**src/rtl/piso_serializer_if.sv**
```systemverilog
// Word-in / bit-out handshake bundle for the parallel-in serial-out stage.
// master drives words in and observes the serial side; slave is the serializer.
interface piso_serializer_if #(
    parameter int unsigned WIDTH = 8
);
    logic             in_valid;
    logic [WIDTH-1:0] in_data;
    logic             in_ready;
    logic             data_out;
    logic             bit_valid;
    logic             word_start;
    logic             word_done;
    logic             busy;

    modport master (
        output in_valid, in_data,
        input  in_ready, data_out, bit_valid, word_start, word_done, busy
    );

    modport slave (
        input  in_valid, in_data,
        output in_ready, data_out, bit_valid, word_start, word_done, busy
    );
endinterface

```
**src/rtl/piso_serializer.sv**
```systemverilog
// Parallel-in serial-out stage: accepts a WIDTH-bit word over valid/ready and
// emits it one bit per clock, with optional idle gap cycles between words.
module piso_serializer #(
    parameter int unsigned WIDTH     = 8,
    parameter int unsigned GAP       = 0,
    parameter int unsigned MSB_FIRST = 1
) (
    input  logic               clk,
    input  logic               rst_n,
    piso_serializer_if.slave   bus
);
    localparam int unsigned CNT_W = $clog2(WIDTH);
    localparam logic [CNT_W-1:0] LAST_BIT = CNT_W'(WIDTH - 1);
    localparam logic [7:0]       GAP_LAST = 8'((GAP == 0) ? 0 : GAP - 1);
    localparam logic             GAP_EN   = (GAP != 0);
    localparam logic             MSB_EN   = (MSB_FIRST != 0);

    localparam logic [1:0] S_IDLE  = 2'd0;
    localparam logic [1:0] S_SHIFT = 2'd1;
    localparam logic [1:0] S_GAP   = 2'd2;

    logic [1:0]       state_q, state_d;
    logic [WIDTH-1:0] shreg_q, shreg_d;
    logic [CNT_W-1:0] bit_cnt_q, bit_cnt_d;
    logic [7:0]       gap_cnt_q, gap_cnt_d;

    logic ready_c;
    logic accept_c;
    logic live_c;
    logic out_bit_c;

    // Ready depends only on registered state so it never loops through in_valid.
    always_comb begin
        ready_c = 1'b0;
        case (state_q)
            S_IDLE:  ready_c = 1'b1;
            S_SHIFT: ready_c = (bit_cnt_q == LAST_BIT) && !GAP_EN;
            S_GAP:   ready_c = (gap_cnt_q == GAP_LAST);
            default: ready_c = 1'b0;
        endcase
    end

    assign accept_c  = bus.in_valid & ready_c;
    assign live_c    = (state_q == S_SHIFT);
    assign out_bit_c = MSB_EN ? shreg_q[WIDTH-1] : shreg_q[0];

    // State register.
    always_ff @(posedge clk or negedge rst_n) begin
        if (!rst_n) begin
            state_q   <= S_IDLE;
            shreg_q   <= '0;
            bit_cnt_q <= '0;
            gap_cnt_q <= '0;
        end else begin
            state_q   <= state_d;
            shreg_q   <= shreg_d;
            bit_cnt_q <= bit_cnt_d;
            gap_cnt_q <= gap_cnt_d;
        end
    end

    // Next-state logic.
    always_comb begin
        state_d   = state_q;
        shreg_d   = shreg_q;
        bit_cnt_d = bit_cnt_q;
        gap_cnt_d = gap_cnt_q;
        case (state_q)
            S_IDLE: begin
                if (accept_c) begin
                    shreg_d   = bus.in_data;
                    bit_cnt_d = '0;
                    state_d   = S_SHIFT;
                end
            end
            S_SHIFT: begin
                // Zero fill keeps the register empty once the word has drained.
                shreg_d   = MSB_EN ? {shreg_q[WIDTH-2:0], 1'b0}
                                   : {1'b0, shreg_q[WIDTH-1:1]};
                bit_cnt_d = bit_cnt_q + CNT_W'(1);
                if (bit_cnt_q == LAST_BIT) begin
                    bit_cnt_d = '0;
                    if (accept_c) begin
                        shreg_d = bus.in_data;
                    end else if (GAP_EN) begin
                        gap_cnt_d = '0;
                        state_d   = S_GAP;
                    end else begin
                        state_d = S_IDLE;
                    end
                end
            end
            S_GAP: begin
                gap_cnt_d = gap_cnt_q + 8'd1;
                if (gap_cnt_q == GAP_LAST) begin
                    gap_cnt_d = '0;
                    if (accept_c) begin
                        shreg_d   = bus.in_data;
                        bit_cnt_d = '0;
                        state_d   = S_SHIFT;
                    end else begin
                        state_d = S_IDLE;
                    end
                end
            end
            default: begin
                state_d = S_IDLE;
            end
        endcase
    end

    assign bus.in_ready   = ready_c;
    assign bus.bit_valid  = live_c;
    assign bus.data_out   = live_c & out_bit_c;
    assign bus.word_start = live_c & (bit_cnt_q == '0);
    assign bus.word_done  = live_c & (bit_cnt_q == LAST_BIT);
    assign bus.busy       = (state_q != S_IDLE);
endmodule

```
**src/flat_wrapper.sv**
```systemverilog
// flat-port wrapper written by rule: the top's interface ports become plain ports
module piso_serializer_flat 
#(
    parameter int unsigned WIDTH     = 8,
    parameter int unsigned GAP       = 0,
    parameter int unsigned MSB_FIRST = 1
)
  (clk, rst_n, bus_in_valid, bus_in_data, bus_in_ready, bus_data_out, bus_bit_valid, bus_word_start, bus_word_done, bus_busy);
  piso_serializer_if #(.WIDTH(WIDTH)) bus_i ();
  input  logic clk;
  input  logic rst_n;
  input wire logic [$bits(bus_i.in_valid)-1:0] bus_in_valid;
  input wire logic [$bits(bus_i.in_data)-1:0] bus_in_data;
  output wire logic [$bits(bus_i.in_ready)-1:0] bus_in_ready;
  output wire logic [$bits(bus_i.data_out)-1:0] bus_data_out;
  output wire logic [$bits(bus_i.bit_valid)-1:0] bus_bit_valid;
  output wire logic [$bits(bus_i.word_start)-1:0] bus_word_start;
  output wire logic [$bits(bus_i.word_done)-1:0] bus_word_done;
  output wire logic [$bits(bus_i.busy)-1:0] bus_busy;
  assign bus_i.in_valid = bus_in_valid;
  assign bus_i.in_data = bus_in_data;
  assign bus_in_ready = bus_i.in_ready;
  assign bus_data_out = bus_i.data_out;
  assign bus_bit_valid = bus_i.bit_valid;
  assign bus_word_start = bus_i.word_start;
  assign bus_word_done = bus_i.word_done;
  assign bus_busy = bus_i.busy;
  piso_serializer #(.WIDTH(WIDTH), .GAP(GAP), .MSB_FIRST(MSB_FIRST)) u_core (.clk(clk), .rst_n(rst_n), .bus(bus_i));
endmodule
```
**config.mk**
```make
export PLATFORM = sky130hd
export DESIGN_NAME = piso_serializer_flat
export DESIGN_NICKNAME = d
export VERILOG_FILES = /design/src/rtl/piso_serializer_if.sv /design/src/rtl/piso_serializer.sv /design/src/flat_wrapper.sv
export SDC_FILE = /design/constraint.sdc
export NUM_CORES = 1
export LEC_CHECK = 0
export CAP_MARGIN = 5
export CORE_ASPECT_RATIO = 0.75
export CORE_MARGIN = 8
export CORE_UTILIZATION = 35
export CTS_BUF_LIST = sky130_fd_sc_hd__clkbuf_4
export DETAILED_ROUTE_END_ITERATION = 8
export HOLD_SLACK_MARGIN = 0.03
export REMOVE_ABC_BUFFERS = 1
export SYNTH_ARGS = -nofsm -noshare
export SYNTH_HDL_FRONTEND = slang
export SYNTH_SLANG_ARGS = --single-unit
```
**constraint.sdc**
```tcl
create_clock -name clk -period 2.8 [get_ports clk]
set_clock_uncertainty 0.15 [all_clocks]
set_input_delay 0.28 -clock clk [delete_from_list [all_inputs] [get_ports clk]]
set_output_delay 0.28 -clock clk [all_outputs]
set_load 0.005 [all_outputs]
```
# Word level (Yosys, flattened, before mapping)
# Index checks and enable logic that the tools add are counted.
# totals
inputBits	11
ff_bits	21
elab_cells	41
output_inout_bits	6
# classes
n_eq_ne	7
reduce_logical	7
bitwise	4
addsub	2
n_mux	17
# op_table
op	n
$mux 8	5
$pmux 8 s3	1
$mux 3	3
$pmux 3 s3	1
$add 8x1->8 const B	1
$logic_not 8->1	1
$mux 2	4
$pmux 2 s3	1
$and 1x1->1	4
$ne 2x1->1 const B	2
$ne 2x2->1 const B	2
$reduce_and 4->1	1
$add 3x1->3 const B	1
$eq 3x3->1 const B	1
$logic_not 3->1	1
$pmux 1 s3	1
$reduce_bool 3->1	1
$eq 2x1->1 const B	1
$eq 2x2->1 const B	1
$logic_not 2->1	1
$reduce_and 2->1	1
$reduce_bool 2->1	1
$mux 1	1

# Longest topological paths before layout
# depth
depth_word	6
mapped_depth	6

# Worst setup path before layout
# No wires, ideal clock.
# synth_path
kind	reg-to-reg
start	register u_core.bit_cnt_q[0]
end	register u_core.shreg_q[1]
required_ns	2.525
arrival_ns	1.232
stages_incl_launch_ff	7
n_path_buf	1
setup_slack_ns	1.293
cell_sequence	dfrtp_1 ha_1 ha_1 buf_2 and3_1 a31oi_1 o21ai_1
# synth_between
elab_chain_len	6
# synth_lines
element	line_no	text
start: declaration	piso_serializer.sv:24	logic [CNT_W-1:0] bit_cnt_q, bit_cnt_d;
start signal: assignment	piso_serializer.sv:57	bit_cnt_q <= bit_cnt_d;
$eq 3x3->1 (*)	piso_serializer.sv:37, piso_serializer.sv:81	
$pmux 1 s3	piso_serializer.sv:35	case (state_q)
$and 1x1->1	piso_serializer.sv:43	assign accept_c = bus.in_valid & ready_c;
$mux 8, on equally long branches (2 in a row)	-	
$pmux 8 s3 (*)	piso_serializer.sv:68	case (state_q)
end signal: assignment	piso_serializer.sv:56	shreg_q <= shreg_d;
end: declaration	piso_serializer.sv:23	logic [WIDTH-1:0] shreg_q, shreg_d;
# Every way passes the cells marked *; elsewhere a longest branch is shown, timed or not. The select of a mux whose other input is x is not followed.
# A chain may end at the register's enable or synchronous reset.

# Worst setup path in the final report
# layout_path
start	register u_core.bit_cnt_q[0]
end	output port bus_in_ready
# layout_between
elab_chain_len	2
# layout_lines
element	line_no	text
$eq 3x3->1	piso_serializer.sv:37	S_SHIFT: ready_c = (bit_cnt_q == LAST_BIT) && !GAP_EN;
$pmux 1 s3	piso_serializer.sv:35	
end: declaration	flat_wrapper.sv:14	output wire logic [$bits(bus_i.in_ready)-1:0] bus_in_ready;
# No other way between the ends.

==> reports/metrics.csv <==
stage;metric;value;unit
power_and_ir_drop;power_density;809;mW/mm^2
synth;yosys_register_bits;12;
clock_network;hold_buffers;0;
route;wl;1350;um
route;dr.first_iter.drc_count;19;
placement;hpwl;953;um
cells_and_area;utilization;44.0;%
power_and_ir_drop;p_leak;0.407;nW
power_and_ir_drop;ir_worst_vdd;0.511;mV
synth;synth_area;687;sq um
synth;yosys.area_share.adder;5.46;%
die;ios;17;
route;firstDrtPassIters;4;
synth;synth_area_per_cell;10.3;sq um
die;die-area;0.00365;sq mm
timing;setup-tns-final;0;ns
die;die_y;54.4;um
placement;portBuffers;16;
power_and_ir_drop;clockPowerShare;15.0;%
timing;worst_slew_pin_slew;0.842;ns
die;coreArea;0.00193;sq mm
clock_network;root_buffer;clkbuf_4;
power_and_ir_drop;pwr-share-comb;40.9;%
power_and_ir_drop;p_sw_share;33.9;%
die;start_util;35.6;%
clock_network;post_cts_buffers;0;
synth;synth_seq_area_share;43.7;%
synth;synthXorXnorAreaFrac;0;%
grt;grt_pass1_wl;2180;um
timing;rsz0062_at_grt;no;
worst_setup_path;crit_fanout;11;
timing;hold_viol_final;0;
synth;muxShareOfSynthArea;11.7;%
grt;grt_pass1_vias;472;
cells_and_area;drive_above_1_share;5.00;%
grt;antenna_found_initial;0;
clock_network;cts.repair.resized;0;
clock_network;cts_made_buffers;3;
timing;fin_crit;2.39;ns
cells_and_area;antenna_cells;0;
worst_setup_path;crit_arrival;1.96;ns
route;vias;520;
synth;synth-simple-area-share;14.6;%
clock_network;clockBufferDepth;2;
clock_network;cts_tree;built;
timing;setup_viol;0;
die;rows;14;
worst_setup_path;worst_setup_path_start_kind;flip-flop;
run;cap_violations;0;
timing;timing.fmax;418;MHz
timing;drv_slew;0;
grt;gr-total-overflow;0;
grt;gr-usage-all-layers;8.12;%
worst_setup_path;cp.required;2.37;ns
worst_setup_path;end_kind;output port;
timing;slew_headroom;43.7;%
power_and_ir_drop;seqPwrFrac;44.1;%
synth;synth_cell_type_count;20;
route;drc;0;
power_and_ir_drop;power_switching;0.000232;W
clock_network;clock_sinks;12;
route;wire_per_inst;13.0;um
power_and_ir_drop;internal_power;0.000454;W
clock_network;path_clk_slew;0.07;ns
synth;yosys_warnings;0;
cells_and_area;syn2layout_area_growth;23.5;%
clock_network;htree_levels;1;
hold_path;hp-class;input port to async pin;
die;fp.dieW;67.2;um
route;vias_per_cell;5.00;
grt;grt_start_max_net_pins;25;
run_status;status;complete, no violations;
worst_setup_path;crit_type;flip-flop to output port;
synth;synth_top_family_by_area;compound AO/OA/AOI/OAI gates;
synth;synth_compound_area_share;15.5;%
cells_and_area;final_nets;96;
synth;synthCells;67;
timing;post-route-period-util;85.4;%
route;ant_nets;0;
placement;gp_congestion;0.740;
clock_network;clock_latency;0.27;ns
timing;whs;0.218;ns
[power by group through the flow]
stage / sequential (W) / clock [W] / combinational (W)
4_1_cts: 0.000302 / 0.000111 / 0.000288
5_1_grt: 0.000312 / 0.000117 / 0.000316
6_report: 0.000302 / 0.000103 / 0.000281
3_5_place_dp: 0.000304 / 0 / 0.000288
3_3_place_gp: 0.000304 / 0 / 0.000281
2_1_floorplan: 0.000291 / 0 / 0.000168
[state kept, by name, indices dropped and copies added (netlist names)]
signal / flops
u_core.shreg_q: 8
u_core.bit_cnt_q: 3
u_core.state_q: 1
[worst max-delay path, cell delays in order (launching register included)]
cell and delay [ns]:
dfrtp_1 0.39, ha_1 0.17, ha_1 0.38, nand2b_1 0.22, clkdlybuf4s50_1 0.54
[cells in the mapped netlist]
cell type  number  area [sq um]
a31oi_1         7          43.8
o32ai_1         1          8.76
and2_1          2          12.5
dfrtp_1        12           300
o21ai_0         2          10.0
nand2b_1        2          12.5
clkbuf_2        1          5.00
nand3_1         1          5.00
nor2_1          2          7.51
mux2i_1         8          80.1
nand2_1         2          7.51
and3_1          7          43.8
a22o_1          1          8.76
ha_1            3          37.5
nand2_4         1          11.3
inv_1           3          11.3
o21ai_1         7          35.0
buf_2           1          5.00
buf_4           1          7.51
buf_6           3          33.8
[metal layers]
metal	share of wire, %	up-vias	GRT usage [%]
li1	-	268	-
met1	52	236	10.3
met2	36	16	10.3
met3	11	0	6.34
met4	0	0	2.08
met5	0	-	0
[final timing paths]
check                               startpoint                   to  slack (ns)  cells past startpoint
max                        u_core.bit_cnt_q[0]         bus_in_ready        0.41                      4
min                                      rst_n    u_core.shreg_q[6]        0.22                      1
max reg2reg                u_core.bit_cnt_q[0]    u_core.shreg_q[5]        1.14                      5
min reg2reg                  u_core.shreg_q[3]    u_core.shreg_q[4]        0.37                      2
max in group asynchronous                rst_n  u_core.bit_cnt_q[0]        1.92                      1
min in group clk             u_core.shreg_q[3]    u_core.shreg_q[4]        0.37                      2
[cell families after synthesis]
kind of cell               count (synthesis)
buffers and inverters                      9
muxes                                      8
adders and majority gates                  3
AOI/OAI and AO/OA                         18
and+or+nand+nor                           17
DFF                                       12
[through the flow]
| stage | cell area [sq um] | power (W) | setup WS, ns | std cells |
|---|---|---|---|---|
| after detailed placement | 826 | 0.000592 | 0.687 | 101 |
| final | 848 | 0.000686 | 0.409 | 104 |
| after CTS | 848 | 0.000700 | 0.391 | 104 |
| after floorplan | 636 | 0.000459 | 1.31 | 61 |
| after global routing | 848 | 0.000744 | 0.265 | 104 |
| after global placement | 826 | 0.000585 | 0.706 | 101 |
[cell usage in the layout (no fill, tap or decap)]
cell type,count
o32ai_1,1
o21ai_1,7
and2_1,2
o21ai_0,2
nand2_1,2
a22o_1,1
clkdlybuf4s50_1,16
dfrtp_1,12
a31oi_1,7
inv_1,3
ha_1,3
nand2b_1,2
nand3_1,1
nand2_4,1
and3_1,7
clkbuf_4,3
mux2i_1,8
nor2_1,2
[cell type report]
class | instances | area [sq um]
tap | 24 | 30.0
multi-input combinational | 46 | 324
inverter | 3 | 11.3
clock buffer | 3 | 22.5
sequential | 12 | 300
fill | 207 | 1080
timing repair buffer | 16 | 160
(Power assumes the default switching activity.)
